--- src/rtl/alu_nibble_seq_if.sv ---
// alu_nibble_seq_if: command, result and 74181 slice bus of the nibble-serial ALU sequencer
// Ports: start/op_s/op_m/op_ci/opa/opb command in; busy/done/result/cout/zero status out;
// sl_s/sl_m/sl_ci/sl_a/sl_b to the slice, sl_y/sl_co back from it.
// Macro ALU_SEQ_AEQB_EN adds sl_aeqb (slice A=B) and the aeqb flag.
// slave: the sequencer; master: the requester together with the slice.
interface alu_nibble_seq_if #(parameter int WIDTH = 16);
  logic start;
  logic [3:0] op_s;
  logic op_m;
  logic op_ci;
  logic [WIDTH-1:0] opa;
  logic [WIDTH-1:0] opb;
  logic [3:0] sl_s;
  logic sl_m;
  logic sl_ci;
  logic [3:0] sl_a;
  logic [3:0] sl_b;
  logic [3:0] sl_y;
  logic sl_co;
  logic busy;
  logic done;
  logic [WIDTH-1:0] result;
  logic cout;
  logic zero;
`ifdef ALU_SEQ_AEQB_EN
  logic sl_aeqb;
  logic aeqb;
`endif
  modport slave (
`ifdef ALU_SEQ_AEQB_EN
    input sl_aeqb, output aeqb,
`endif
    input start, op_s, op_m, op_ci, opa, opb, sl_y, sl_co,
    output sl_s, sl_m, sl_ci, sl_a, sl_b, busy, done, result, cout, zero
  );
  modport master (
`ifdef ALU_SEQ_AEQB_EN
    output sl_aeqb, input aeqb,
`endif
    output start, op_s, op_m, op_ci, opa, opb, sl_y, sl_co,
    input sl_s, sl_m, sl_ci, sl_a, sl_b, busy, done, result, cout, zero
  );
endinterface

--- src/rtl/alu_nibble_seq.sv ---
// alu_nibble_seq: runs WIDTH-bit ALU ops through one external 74181 slice, one nibble per clock, LSB first
// Ports: clk, reset (async, active-high), bus (alu_nibble_seq_if.slave, same WIDTH).
// Macro ALU_SEQ_AEQB_EN adds the A=B accumulator driving bus.aeqb.
module alu_nibble_seq #(
  parameter int WIDTH = 16
) (
  input logic clk,
  input logic reset,
  alu_nibble_seq_if.slave bus
);
  localparam int NIB = WIDTH / 4;
  localparam int IW = (NIB > 1) ? $clog2(NIB) : 1;
  typedef enum logic [1:0] {IDLE, RUN, DONE} state_t;
  state_t state, state_nx;
  logic [IW-1:0] idx;
  logic [3:0] s_r;
  logic m_r;
  logic carry;
  logic [WIDTH-1:0] a_r, b_r, result_r, res_nx;
  logic cout_r, zero_r;
  logic last, run, accept;
  assign run = state == RUN;
  assign accept = state == IDLE && bus.start;
  assign last = idx == IW'(NIB - 1);
  always_ff @(posedge clk or posedge reset)
    if (reset) state <= IDLE;
    else state <= state_nx;
  always_comb
    state_nx = state == IDLE ? (bus.start ? RUN : IDLE) :
               state == RUN  ? (last ? DONE : RUN) : IDLE;
  always_comb begin
    bus.busy = run;
    bus.done = state == DONE;
    bus.sl_s = run ? s_r : 4'd0;
    bus.sl_m = run & m_r;
    bus.sl_ci = run & carry;
    bus.sl_a = run ? a_r[4*idx +: 4] : 4'd0;
    bus.sl_b = run ? b_r[4*idx +: 4] : 4'd0;
  end
  // zero must see the nibble being captured at the final edge
  always_comb begin
    res_nx = result_r;
    res_nx[4*idx +: 4] = bus.sl_y;
  end
  always_ff @(posedge clk or posedge reset)
    if (reset) begin
      idx <= '0;
      s_r <= '0;
      m_r <= 1'b0;
      carry <= 1'b0;
      a_r <= '0;
      b_r <= '0;
      result_r <= '0;
      cout_r <= 1'b0;
      zero_r <= 1'b0;
    end else if (accept) begin
      idx <= '0;
      s_r <= bus.op_s;
      m_r <= bus.op_m;
      carry <= bus.op_ci;
      a_r <= bus.opa;
      b_r <= bus.opb;
    end else if (run) begin
      result_r <= res_nx;
      carry <= bus.sl_co;
      idx <= idx + IW'(1);
      if (last) begin
        cout_r <= bus.sl_co;
        zero_r <= ~|res_nx;
      end
    end
  assign bus.result = result_r;
  assign bus.cout = cout_r;
  assign bus.zero = zero_r;
`ifdef ALU_SEQ_AEQB_EN
  logic acc, aeqb_r;
  always_ff @(posedge clk or posedge reset)
    if (reset) begin
      acc <= 1'b0;
      aeqb_r <= 1'b0;
    end else if (accept) acc <= 1'b1;
    else if (run) begin
      acc <= acc & bus.sl_aeqb;
      if (last) aeqb_r <= acc & bus.sl_aeqb;
    end
  assign bus.aeqb = aeqb_r;
`endif
endmodule

--- src/flat_wrapper.sv ---
// flat-port wrapper written by rule: the top's interface ports become plain ports
module alu_nibble_seq_flat 
#(
  parameter int WIDTH = 16
)
  (clk, reset, bus_start, bus_op_s, bus_op_m, bus_op_ci, bus_opa, bus_opb, bus_sl_y, bus_sl_co, bus_sl_s, bus_sl_m, bus_sl_ci, bus_sl_a, bus_sl_b, bus_busy, bus_done, bus_result, bus_cout, bus_zero);
  alu_nibble_seq_if #(.WIDTH(WIDTH)) bus_i ();
  input logic clk;
  input logic reset;
  input wire logic [$bits(bus_i.start)-1:0] bus_start;
  input wire logic [$bits(bus_i.op_s)-1:0] bus_op_s;
  input wire logic [$bits(bus_i.op_m)-1:0] bus_op_m;
  input wire logic [$bits(bus_i.op_ci)-1:0] bus_op_ci;
  input wire logic [$bits(bus_i.opa)-1:0] bus_opa;
  input wire logic [$bits(bus_i.opb)-1:0] bus_opb;
  input wire logic [$bits(bus_i.sl_y)-1:0] bus_sl_y;
  input wire logic [$bits(bus_i.sl_co)-1:0] bus_sl_co;
  output wire logic [$bits(bus_i.sl_s)-1:0] bus_sl_s;
  output wire logic [$bits(bus_i.sl_m)-1:0] bus_sl_m;
  output wire logic [$bits(bus_i.sl_ci)-1:0] bus_sl_ci;
  output wire logic [$bits(bus_i.sl_a)-1:0] bus_sl_a;
  output wire logic [$bits(bus_i.sl_b)-1:0] bus_sl_b;
  output wire logic [$bits(bus_i.busy)-1:0] bus_busy;
  output wire logic [$bits(bus_i.done)-1:0] bus_done;
  output wire logic [$bits(bus_i.result)-1:0] bus_result;
  output wire logic [$bits(bus_i.cout)-1:0] bus_cout;
  output wire logic [$bits(bus_i.zero)-1:0] bus_zero;
  assign bus_i.start = bus_start;
  assign bus_i.op_s = bus_op_s;
  assign bus_i.op_m = bus_op_m;
  assign bus_i.op_ci = bus_op_ci;
  assign bus_i.opa = bus_opa;
  assign bus_i.opb = bus_opb;
  assign bus_i.sl_y = bus_sl_y;
  assign bus_i.sl_co = bus_sl_co;
  assign bus_sl_s = bus_i.sl_s;
  assign bus_sl_m = bus_i.sl_m;
  assign bus_sl_ci = bus_i.sl_ci;
  assign bus_sl_a = bus_i.sl_a;
  assign bus_sl_b = bus_i.sl_b;
  assign bus_busy = bus_i.busy;
  assign bus_done = bus_i.done;
  assign bus_result = bus_i.result;
  assign bus_cout = bus_i.cout;
  assign bus_zero = bus_i.zero;
  alu_nibble_seq #(.WIDTH(WIDTH)) u_core (.clk(clk), .reset(reset), .bus(bus_i));
endmodule
--- config.mk ---
export PLATFORM = sky130hd
export DESIGN_NAME = alu_nibble_seq_flat
export DESIGN_NICKNAME = d
export VERILOG_FILES = /design/src/rtl/alu_nibble_seq_if.sv /design/src/rtl/alu_nibble_seq.sv /design/src/flat_wrapper.sv
export SDC_FILE = /design/constraint.sdc
export NUM_CORES = 1
export LEC_CHECK = 0
export CAP_MARGIN = 25
export CORE_MARGIN = 2
export CORE_UTILIZATION = 48
export DETAILED_ROUTE_END_ITERATION = 16
export PLACE_DENSITY = 0.83
export SETUP_SLACK_MARGIN = 0.5
export SYNTH_ARGS = -nofsm -noshare
export SYNTH_HDL_FRONTEND = slang
export SYNTH_SLANG_ARGS = --single-unit
--- constraint.sdc ---
create_clock -name clk -period 2.25 [get_ports clk]
set_input_delay 0.3375 -clock clk [delete_from_list [all_inputs] [get_ports clk]]
set_output_delay 0.3375 -clock clk [all_outputs]
set_load 0.005 [all_outputs]
Word level (Yosys, flattened, before mapping)
Cells that the tools add are included.
{ "word_totals": {"reg_bits": 60, "elab_cells": 41} }
{ "op_classes": {"eq_ne": 3, "addsub": 2, "bitwise_logic": 3, "muxes": 12, "n_shift": 4, "reduce_logical": 7} }
{ "ops": {"columns": ["op", "n"], "rows": [
  ["$neg 4->34", 1],
  ["$shift 4x34->16 const A", 1],
  ["$shiftx 4x34->16", 1],
  ["$shiftx 16x5->4", 2],
  ["$bwmux 16", 1],
  ["$reduce_or 16->1", 1],
  ["$mux 4", 3],
  ["$mux 2", 5],
  ["$eq 2x2->1 const B", 2],
  ["$mux 1", 3],
  ["$reduce_and 3->1", 1],
  ["$add 2x1->2 const B", 1],
  ["$and 1x1->1", 2],
  ["$eq 2x1->1 const B", 1],
  ["$logic_not 2->1", 1],
  ["$reduce_and 2->1", 1],
  ["$reduce_bool 2->1", 1],
  ["$logic_and 1x1->1", 1],
  ["$logic_not 1->1", 1],
  ["$not 1->1", 1]
]} }

Depth between registers and ports, before layout
Gate-level depths: netlist of the first run.
{ "depth": {"ltp_word": 5, "mapped_depth": 8, "depth_no_buf": 6} }

Least setup slack after synthesis of the first run
OpenSTA, ideal clock, no wires.
{ "synth_path": {"kind": "register -> register", "from": "register u_core.idx[1]", "to": "register u_core.zero_r (netlist: u_core.bus.zero)", "setup_ps": 92, "setup_slack_ps": 225, "period_less_slack_ps": 2025, "path_stages_with_launch": 8, "t_arrival_ps": 1933, "cell_sequence": "dfrtp_1 clkbuf_1 inv_1 ha_1 mux2_4 o311ai_0 nand3_1 o31ai_2"} }
{ "synth_via": {"elab_chain_cells": 5, "elab_cells_between_ends": 8} }
{ "synth_rtl": {"columns": ["element", "line", "rtl"], "rows": [
  ["from (decl)", "alu_nibble_seq.sv:15", "logic [IW-1:0] idx;"],
  ["from (signal assigned)", "alu_nibble_seq.sv:66", "idx <= idx + IW'(1);"],
  ["$neg 4->34", "alu_nibble_seq.sv:43", "res_nx[4*idx +: 4] = bus.sl_y;"],
  ["$shiftx 4x34->16 / $shift 4x34->16 (equally long branches)", "alu_nibble_seq.sv:43", null],
  ["$bwmux 16", "alu_nibble_seq.sv:43", null],
  ["$reduce_or 16->1", "alu_nibble_seq.sv:69", "zero_r <= ~|res_nx;"],
  ["$logic_not 1->1", "alu_nibble_seq.sv:69", null],
  ["to (signal assigned)", "alu_nibble_seq.sv:69", null],
  ["to (decl)", "alu_nibble_seq.sv:20", "logic cout_r, zero_r;"]
]} }
Several ways; a longest one is shown, not always the timed one.
A chain may end at the register's enable or synchronous reset.

Worst setup path after layout of the first run
{ "layout_path": {"from": "register u_core.idx[0]", "to": "output bus_sl_b[0]"} }
{ "layout_via": {"elab_chain_cells": 2} }
{ "layout_rtl": {"columns": ["element", "line", "rtl"], "rows": [
  ["$shiftx 16x5->4", "alu_nibble_seq.sv:38", "bus.sl_b = run ? b_r[4*idx +: 4] : 4'd0;"],
  ["$mux 4", "alu_nibble_seq.sv:38", null],
  ["to (decl)", "flat_wrapper.sv:22", "output wire logic [$bits(bus_i.sl_b)-1:0] bus_sl_b;"]
]} }
No other way between the ends.

==> results summary, run 1 <==
The run finished with clean final reports. The core footprint is 5816 µm². The standard cell area after detailed placement is 3731 µm². The detailed-route vias per instance came out at between 5 and 6. The repair_antennas step left the layout with diodes totalling 0. The final design instance area without fill is 4202 µm².

The clock input transition at the sequential cells of the worst setup and hold paths is 70 ps. The detail-routed net length per standard cell came out at 15.54 µm. In the synthesized netlist, the number of instances is roughly 280. Yosys instantiated no cell more often than sky130_fd_sc_hd__nand2_1.

Of the total synthesized cell area, the portion taken by full adders, half adders and majority gates is 2.197%. The critical path launch point is u_core.idx[0]. The worst stage delay on the critical path is about 500 ps. The tightest min-delay check is of the in -> async type. The total leakage power came out at 2.034 nW. The sum of negative setup slack is 0 ps.

In this run the tightest slew margin relative to its limit is 57.43%. Data on the critical path arrives at its endpoint at 1740 ps. The synthesized-area fraction occupied by and/or/nand/nor cells came out at 25.40%. For this run, the post-layout net count is around 440. The cell family contributing the most delay on the critical path is multiplexers. The placed wire-length estimate is 4635 µm. The growth of design area from synthesis to finish came out at 47.54%. The power per cell area came out at 1501 nW/µm². The die covers 6565 µm². The number of DRC markers after the initial detailed-route iteration is around 150.

The time the worst path needs with I/O delays and setup came out at 2080 ps. The site row count came out at 28. Sorting the synthesized cells by area gives the leading types as sky130_fd_sc_hd__dfrtp_1 53%, sky130_fd_sc_hd__nand2_1 16%, sky130_fd_sc_hd__a22o_1 4.0%. Once layout is complete, the utilization of the core stands at 72.25%.

For the worst-skew pair, the clock arrives at the later sink with an insertion delay of 340 ps. The max-slew violation total from the final report is 0. Of the available clock period, the critical path in the final layout requires between 90% and 100%.

The synthesized netlist devotes 8.216% of its cell area to compound gates. The average instance area after synthesis came out at 10.10 µm². Yosys printed 0 warnings.

After synthesis the cells add up to 2848 µm². During placement, the flow inserted port buffers numbering 79. The placer's final routability congestion estimate came out at 0.7732. The die width is 81.03 µm. TritonCTS built the clock tree. Entering global routing, the biggest net connects 34 pins. The actual transition at the worst max-transition pin is 637.2 ps. Traced cell by cell, the critical path runs through buf_6, buf_6, mux4_2, and2_4, buf_6. The count of vias placed by the detailed router came out at 2464.

The share of async-settable or async-resettable flops after synthesis came out at 100.0%. The total wire length after detailed routing came out at 7257 µm. Setup repair after global routing could not meet its margin everywhere. The setup-violating endpoint count in the final report came out at 0.

The worst vdd rail ir drop is 0.8657 mV. In this run the clock root is driven by a sky130_fd_sc_hd__clkbuf_8. The startpoint identified for the worst register-to-register timing path is u_core.idx[0]. STA classifies the critical path endpoint as a primary output. The kind of start point of the critical path is a flop. Clock tree synthesis found a total of 60 sinks.

The residual DRC count came out at 0. The number of buffers and inverters on the critical path is 3. The overall die height came out at between 80 and 90 µm. Counting instances in the post-synthesis netlist gives the leading cell types as 122 x sky130_fd_sc_hd__nand2_1, 60 x sky130_fd_sc_hd__dfrtp_1, 16 x sky130_fd_sc_hd__and2_1, 13 x sky130_fd_sc_hd__a22o_1, 8 x sky130_fd_sc_hd__clkbuf_1. The critical path start-end classification is reg -> out. The number of antenna violations at the first check in global routing came out at 0. The worst endpoint required time is 1910 ps. After Yosys synthesis, XOR and XNOR cells account for 0% of the synthesized area.

The number of nets handed over by synthesis was between 300 and 400. The standard cell with the maximum stage delay on the critical path is sky130_fd_sc_hd__mux4_2. The sum of overflow across all layers after global routing is 0. Once the floorplan was initialized, standard cells occupied 48.97% of the core.

Among the stages of the critical path, the cell type that occurs most often is sky130_fd_sc_hd__buf_6. The global-route total usage across every layer came out at 23.97%. The number of ports placed on the die boundary is 80. Multiplexer cells account for 7.645% of the synthesized area. The achievable clock frequency came out at approximately 480 MHz.

The netlist uses 39 different library cells. Before antenna repair, the detailed router went through 4 iterations. The register area share after synthesis is 52.72%. The fraction of layout cells with a size suffix above 1 came out at between 20% and 30%. The number of clock buffers inserted by TritonCTS is 9. The first-pass GRT wire length is between 10000 and 15000 µm. The via count of the first global-routing pass came out at approximately 2500. Summed over all instances, the cell type with the most area after synthesis is sky130_fd_sc_hd__dfrtp_1.

The largest driver fanout on the critical path is 3. Counting flops and latches in the post-synthesis netlist gives 60. Of the post-synthesis cell area, the dominant cell type holds 52.72%. On the final layout, the worst clock skew is around 11 ps. After synthesis, the largest family of logic cells by area is simple AND/OR/NAND/NOR gates. The most common flop cell mapped by yosys is sky130_fd_sc_hd__dfrtp_1. The number of enable flip-flop cells after synthesis is 0. The max-capacitance violation count came out at 0. Once detail routing completed, the nets flagged for antenna violations numbered 0. The maximum level of the CTS H-tree is 3. The hold violation count in the final report is 0. No sink is reached through more buffers than the 2 on the longest clock path.
-- state kept, by name (all words and copies together), names as in the netlist --
register / count
u_core.a_r: 16
u_core.b_r: 16
u_core.bus.cout: 1
u_core.bus.result: 16
u_core.bus.zero: 1
u_core.carry: 1
u_core.idx: 2
u_core.m_r: 1
u_core.s_r: 4
u_core.state: 2
-- final cells by class --
cell class,instances,area [µm²]
Clock inverter,4,47.55
Clock buffer,12,155.1
Tap cell,75,93.84
Timing Repair Buffer,107,1074
Fill cell,429,1614
Timing Repair inverter,1,6.256
Multi-Input combinational cell,203,1289
Inverter,5,33.78
Sequential cell,60,1503
-- where the power goes --
group / internal [mW] / total (mW) / leakage [nW] / switching, mW
logic: 1.93 / 3.37 / 1.17 / 1.43
registers: 1.59 / 1.95 / 0.763 / 0.355
clock network: 0.568 / 0.991 / 0.102 / 0.423
total: 4.09 / 6.31 / 2.03 / 2.21
-- kinds of logic (layout without fill, tap and decap cells) --
| logic type | count (synthesis) | count (layout) |
|---|---|---|
| flip-flops | 60 | 60 |
| buffers and inverters | 19 | 129 |
| AND/OR/NAND/NOR | 159 | 159 |
| multiplexers | 10 | 10 |
| adder cells (fa/ha/maj) | 5 | 5 |
| AO/OA/AOI/OAI | 29 | 29 |
-- cell usage in the layout, fill, tap and decap left out, types with 2 or more instances in the layout --
cell type,count
sky130_fd_sc_hd__nor2b_1,4
sky130_fd_sc_hd__clkbuf_8,11
sky130_fd_sc_hd__buf_4,13
sky130_fd_sc_hd__nand2_4,2
sky130_fd_sc_hd__and2_4,7
sky130_fd_sc_hd__nor2_2,2
sky130_fd_sc_hd__a21oi_2,2
sky130_fd_sc_hd__clkdlybuf4s50_1,63
sky130_fd_sc_hd__nand3_1,4
sky130_fd_sc_hd__buf_2,2
sky130_fd_sc_hd__dlygate4sd2_1,2
sky130_fd_sc_hd__buf_12,5
sky130_fd_sc_hd__a22o_1,13
sky130_fd_sc_hd__buf_6,16
sky130_fd_sc_hd__o21ai_1,2
sky130_fd_sc_hd__and2_1,9
sky130_fd_sc_hd__mux4_2,8
sky130_fd_sc_hd__clkinvlp_4,3
sky130_fd_sc_hd__ha_1,3
sky130_fd_sc_hd__nor4_1,2
sky130_fd_sc_hd__clkbuf_2,5
sky130_fd_sc_hd__nand2_1,121
sky130_fd_sc_hd__o21ai_0,2
sky130_fd_sc_hd__dfrtp_1,59
sky130_fd_sc_hd__clkinv_2,2
-- metrics by stage --
step	std cells	total power [mW]	setup WS [ps]	hold WS, ps
floorplan	282	3.504	389.6	437.3
global placement	428	4.465	231.4	449.5
detailed placement	428	4.579	201.0	453.7
CTS	464	6.090	190.3	429.5
global route	467	6.714	122.4	481.3
finish	467	6.306	170.3	426.0
-- final timing paths --
path / slack (ps) / to / cells past startpoint
min in group clk: 470 / u_core.s_r[1] / 2
max: 170 / bus_sl_b[0] / 5
max reg2reg: 220 / u_core.bus.zero / 10
max in group asynchronous: 1260 / u_core.idx[1] / 3
min: 430 / u_core.bus.result[15] / 2
min reg2reg: 470 / u_core.s_r[1] / 2
-- what timing repair did --
item                                    in CTS  in global routing
buffers inserted                            19                  3
endpoints found under the setup margin      26                 31
pin swaps                                   18                  9
cloned                                       1                  0
hold buffers                                 0                  0
resized for setup                           72                 21
-- metal layers --
metal,global-route usage (%),up-vias,routed length (µm)
met5,0,-,0
met4,7.119,0,114
met3,8.778,11,549
met2,39.17,94,3588
met1,29.94,1203,3004
li1,-,1156,-
Power figures use the tool's default switching activity.
==> run 2: changes to the inputs <==
--- a/config.mk
+++ b/config.mk
@@ -7,9 +7,10 @@
 export LEC_CHECK = 0
 export CAP_MARGIN = 25
 export CORE_MARGIN = 2
-export CORE_UTILIZATION = 48
+export CORE_UTILIZATION = 24
 export DETAILED_ROUTE_END_ITERATION = 16
-export PLACE_DENSITY = 0.83
+export GPL_TIMING_DRIVEN = 1
+export PLACE_DENSITY = 0.43
 export SETUP_SLACK_MARGIN = 0.5
 export SYNTH_ARGS = -nofsm -noshare
 export SYNTH_HDL_FRONTEND = slang
==> results summary, run 2 (synthesis results as in run 1) <==
In this run the horizontal extent of the chip is 112.9 µm. The number of ports placed on the die boundary is 80. For this configuration, the core starts out at a cell density of between 20% and 30%. The flow ran to the end, but the final reports show violations. The largest delay contributor family on the critical path is multiplexers.

The checks that failed: design-rule violations. The site row count is 39. The sum of negative setup slack came out at 0 ps. IR analysis of the VDD net gives a maximum drop of 0.5337 mV.

For this block, the via count after detailed routing is roughly 2400. The number of gates on the worst path with buffers counted is 5. After detailed routing, the number of remaining DRC violations is 6. The via count of the first global-routing pass came out at 2498. The sum of overflow across all layers after global routing came out at 0. In the layout the commonest cells are 121 x sky130_fd_sc_hd__nand2_1, 63 x sky130_fd_sc_hd__clkdlybuf4s50_1, 58 x sky130_fd_sc_hd__dfrtp_1, 18 x sky130_fd_sc_hd__buf_4. Setup repair after global routing could not meet its margin everywhere. The slack of the worst reg-to-reg path came out at 340 ps. The worst setup path is captured at a primary output. The class of the tightest hold or removal check is in -> async. The finished layout holds 543 standard cells, fillers aside. The setup skew after layout came out at roughly 6 ps.

Summed over all layers, the routed wires come to around 8000 µm. The detailed-route vias per instance is 4.396. From synthesis to final layout, the design area changed by 58.57%.

The overall die height is approximately 110 µm. The count of antenna-violating nets left after detailed routing is 0. The detailed router finished its first iteration with 70 violations.

Entering global routing, the biggest net connects 43 pins. The length in cells of the worst reg-to-reg path is 8. The data arrival time at the worst-slack endpoint came out at ~1700 ps.

The worst hold slack came out at 382.2 ps. The maximum root-to-sink buffer count is 2. The maximum level of the CTS H-tree came out at 3. The post-route fraction of the period consumed by the critical path is 92.19%. The actual transition at the worst max-transition pin is 456.7 ps.

The max-slew violation total from the final report is 0. The worst slew margin relative to its limit came out at 69.49%. The power per cell area came out at 1543 nW/µm².

The post-route netlist has 27.25% of its cells at a drive strength greater than 1. In the final design database the tool counted 446 nets. The post-placement setup slack is about 100 ps. The signal on the critical path passes through buf_6, buf_4, mux4_2, and2_4, buf_2. The first-pass GRT wire length came out at about 13000 µm.

The first detailed-routing pass ran for 10 iterations. The buffer type at the clock tree root is sky130_fd_sc_hd__clkbuf_16. In this run the static leakage power is ~2.1 nW. The number of antenna violations at the first check in global routing came to 0.

The worst stage delay on the critical path is around 490 ps. The clock latency reported for the late side of the worst-skew pair is 320 ps. The detail-routed net length per standard cell is 14.80 µm. The leading cell type in the layout, fill and taps excluded is sky130_fd_sc_hd__nand2_1. The clock tree from TritonCTS is built. The achievable clock frequency is around 480 MHz. The number of buffers and inverters on the critical path is 3. The total number of clock tree sinks came out at 60.

The kind of start point of the critical path is a flop. The die outline area came out at ~13000 µm². The number of antenna diodes in the final layout is 0. The critical path start-end classification is reg -> out. The core footprint came out at 11520 µm². The number of I/O port buffers came out at 79. The number of placed instances, taps included, is 497.

Setup violations remaining at the end of the flow were counted as 0. The worst-case setup margin in the final layout is 175.6 ps. Across the run, the number of max-cap violations was 0. For this design, the slowest cell found on the critical path is sky130_fd_sc_hd__mux4_2.

At the end of routability-driven placement, the weighted congestion stood at 0.7147. The clock input transition at the sequential cells of the worst setup and hold paths came out at 50 ps. The worst endpoint required time is 1910 ps.

The largest driver fanout on the critical path came out at 4. The global-route total usage across every layer came out at 12.98%. The time the worst path needs with I/O delays and setup is 2074 ps.

The hold violation count in the final report came out at 0. The number of clock buffers inserted by TritonCTS came out at 9. Detailed placement finished with a half-perimeter wire length of 5255 µm.
==> run 2: metrics by stage <==
| step | cell area (µm²) | util [%] | total power, mW |
|---|---|---|---|
| finish | 4516 | 39.21 | 6.966 |
| global route | 4516 | 39.21 | 7.440 |
| CTS | 4447 | 38.61 | 6.874 |
| detailed placement | 3824 | 33.20 | 4.638 |
| global placement | 3824 | 33.20 | 4.626 |
| floorplan | 2865 | - | 3.504 |
==> run 2: area by class of cell <==
type,count,area [µm²]
timing repair buffer,114,1120
fill,1165,7000
timing repair inverter,2,15.01
clock inverter,3,67.56
multi-input combinational,203,1326
inverter,5,33.78
sequential,60,1504
tap,143,178.9
clock buffer,13,270.3
==> run 2: worst register-to-register path, stage by stage, from the launching register on <==
cell and delay, ps:
sky130_fd_sc_hd__dfrtp_2 410, sky130_fd_sc_hd__buf_6 130, sky130_fd_sc_hd__buf_8 90, sky130_fd_sc_hd__clkinvlp_4 120, sky130_fd_sc_hd__ha_4 340, sky130_fd_sc_hd__mux2_4 320
sky130_fd_sc_hd__o311ai_2 70, sky130_fd_sc_hd__nand3_1 120, sky130_fd_sc_hd__o31ai_2 220
==> run 2: worst paths after layout <==
| check | start | end |
|---|---|---|
| max | u_core.idx[0] | bus_sl_a[1] |
| max in group asynchronous | reset | u_core.idx[1] |
| min reg2reg | u_core.a_r[10] | u_core.a_r[10] |
| max reg2reg | u_core.idx[0] | u_core.bus.zero |
| min in group clk | u_core.a_r[10] | u_core.a_r[10] |
| min | reset | u_core.bus.result[15] |
==> run 2: repair_timing <==
action	CTS	global route
buffers inserted	23	5
pin swaps	20	7
hold buffers	0	0
gates cloned	2	0
resized for setup	79	27
setup endpoints to repair	33	29
==> run 2: power by group <==
| group | internal, mW | leakage (nW) | total (mW) | switching, mW |
|---|---|---|---|---|
| registers | 1.60 | 0.762 | 1.93 | 0.335 |
| logic | 2.01 | 1.19 | 3.50 | 1.48 |
| clock network | 1.06 | 0.162 | 1.54 | 0.476 |
| total | 4.67 | 2.11 | 6.97 | 2.29 |
==> run 2: metal layers <==
| metal | vias up | routed length, µm | track usage (%) |
|---|---|---|---|
| met1 | 1134 | 3616 | 16.15 |
| li1 | 1168 | - | - |
| met5 | - | 0 | 0 |
| met2 | 72 | 3676 | 21.08 |
| met3 | 13 | 573 | 4.446 |
| met4 | 0 | 170 | 4.634 |
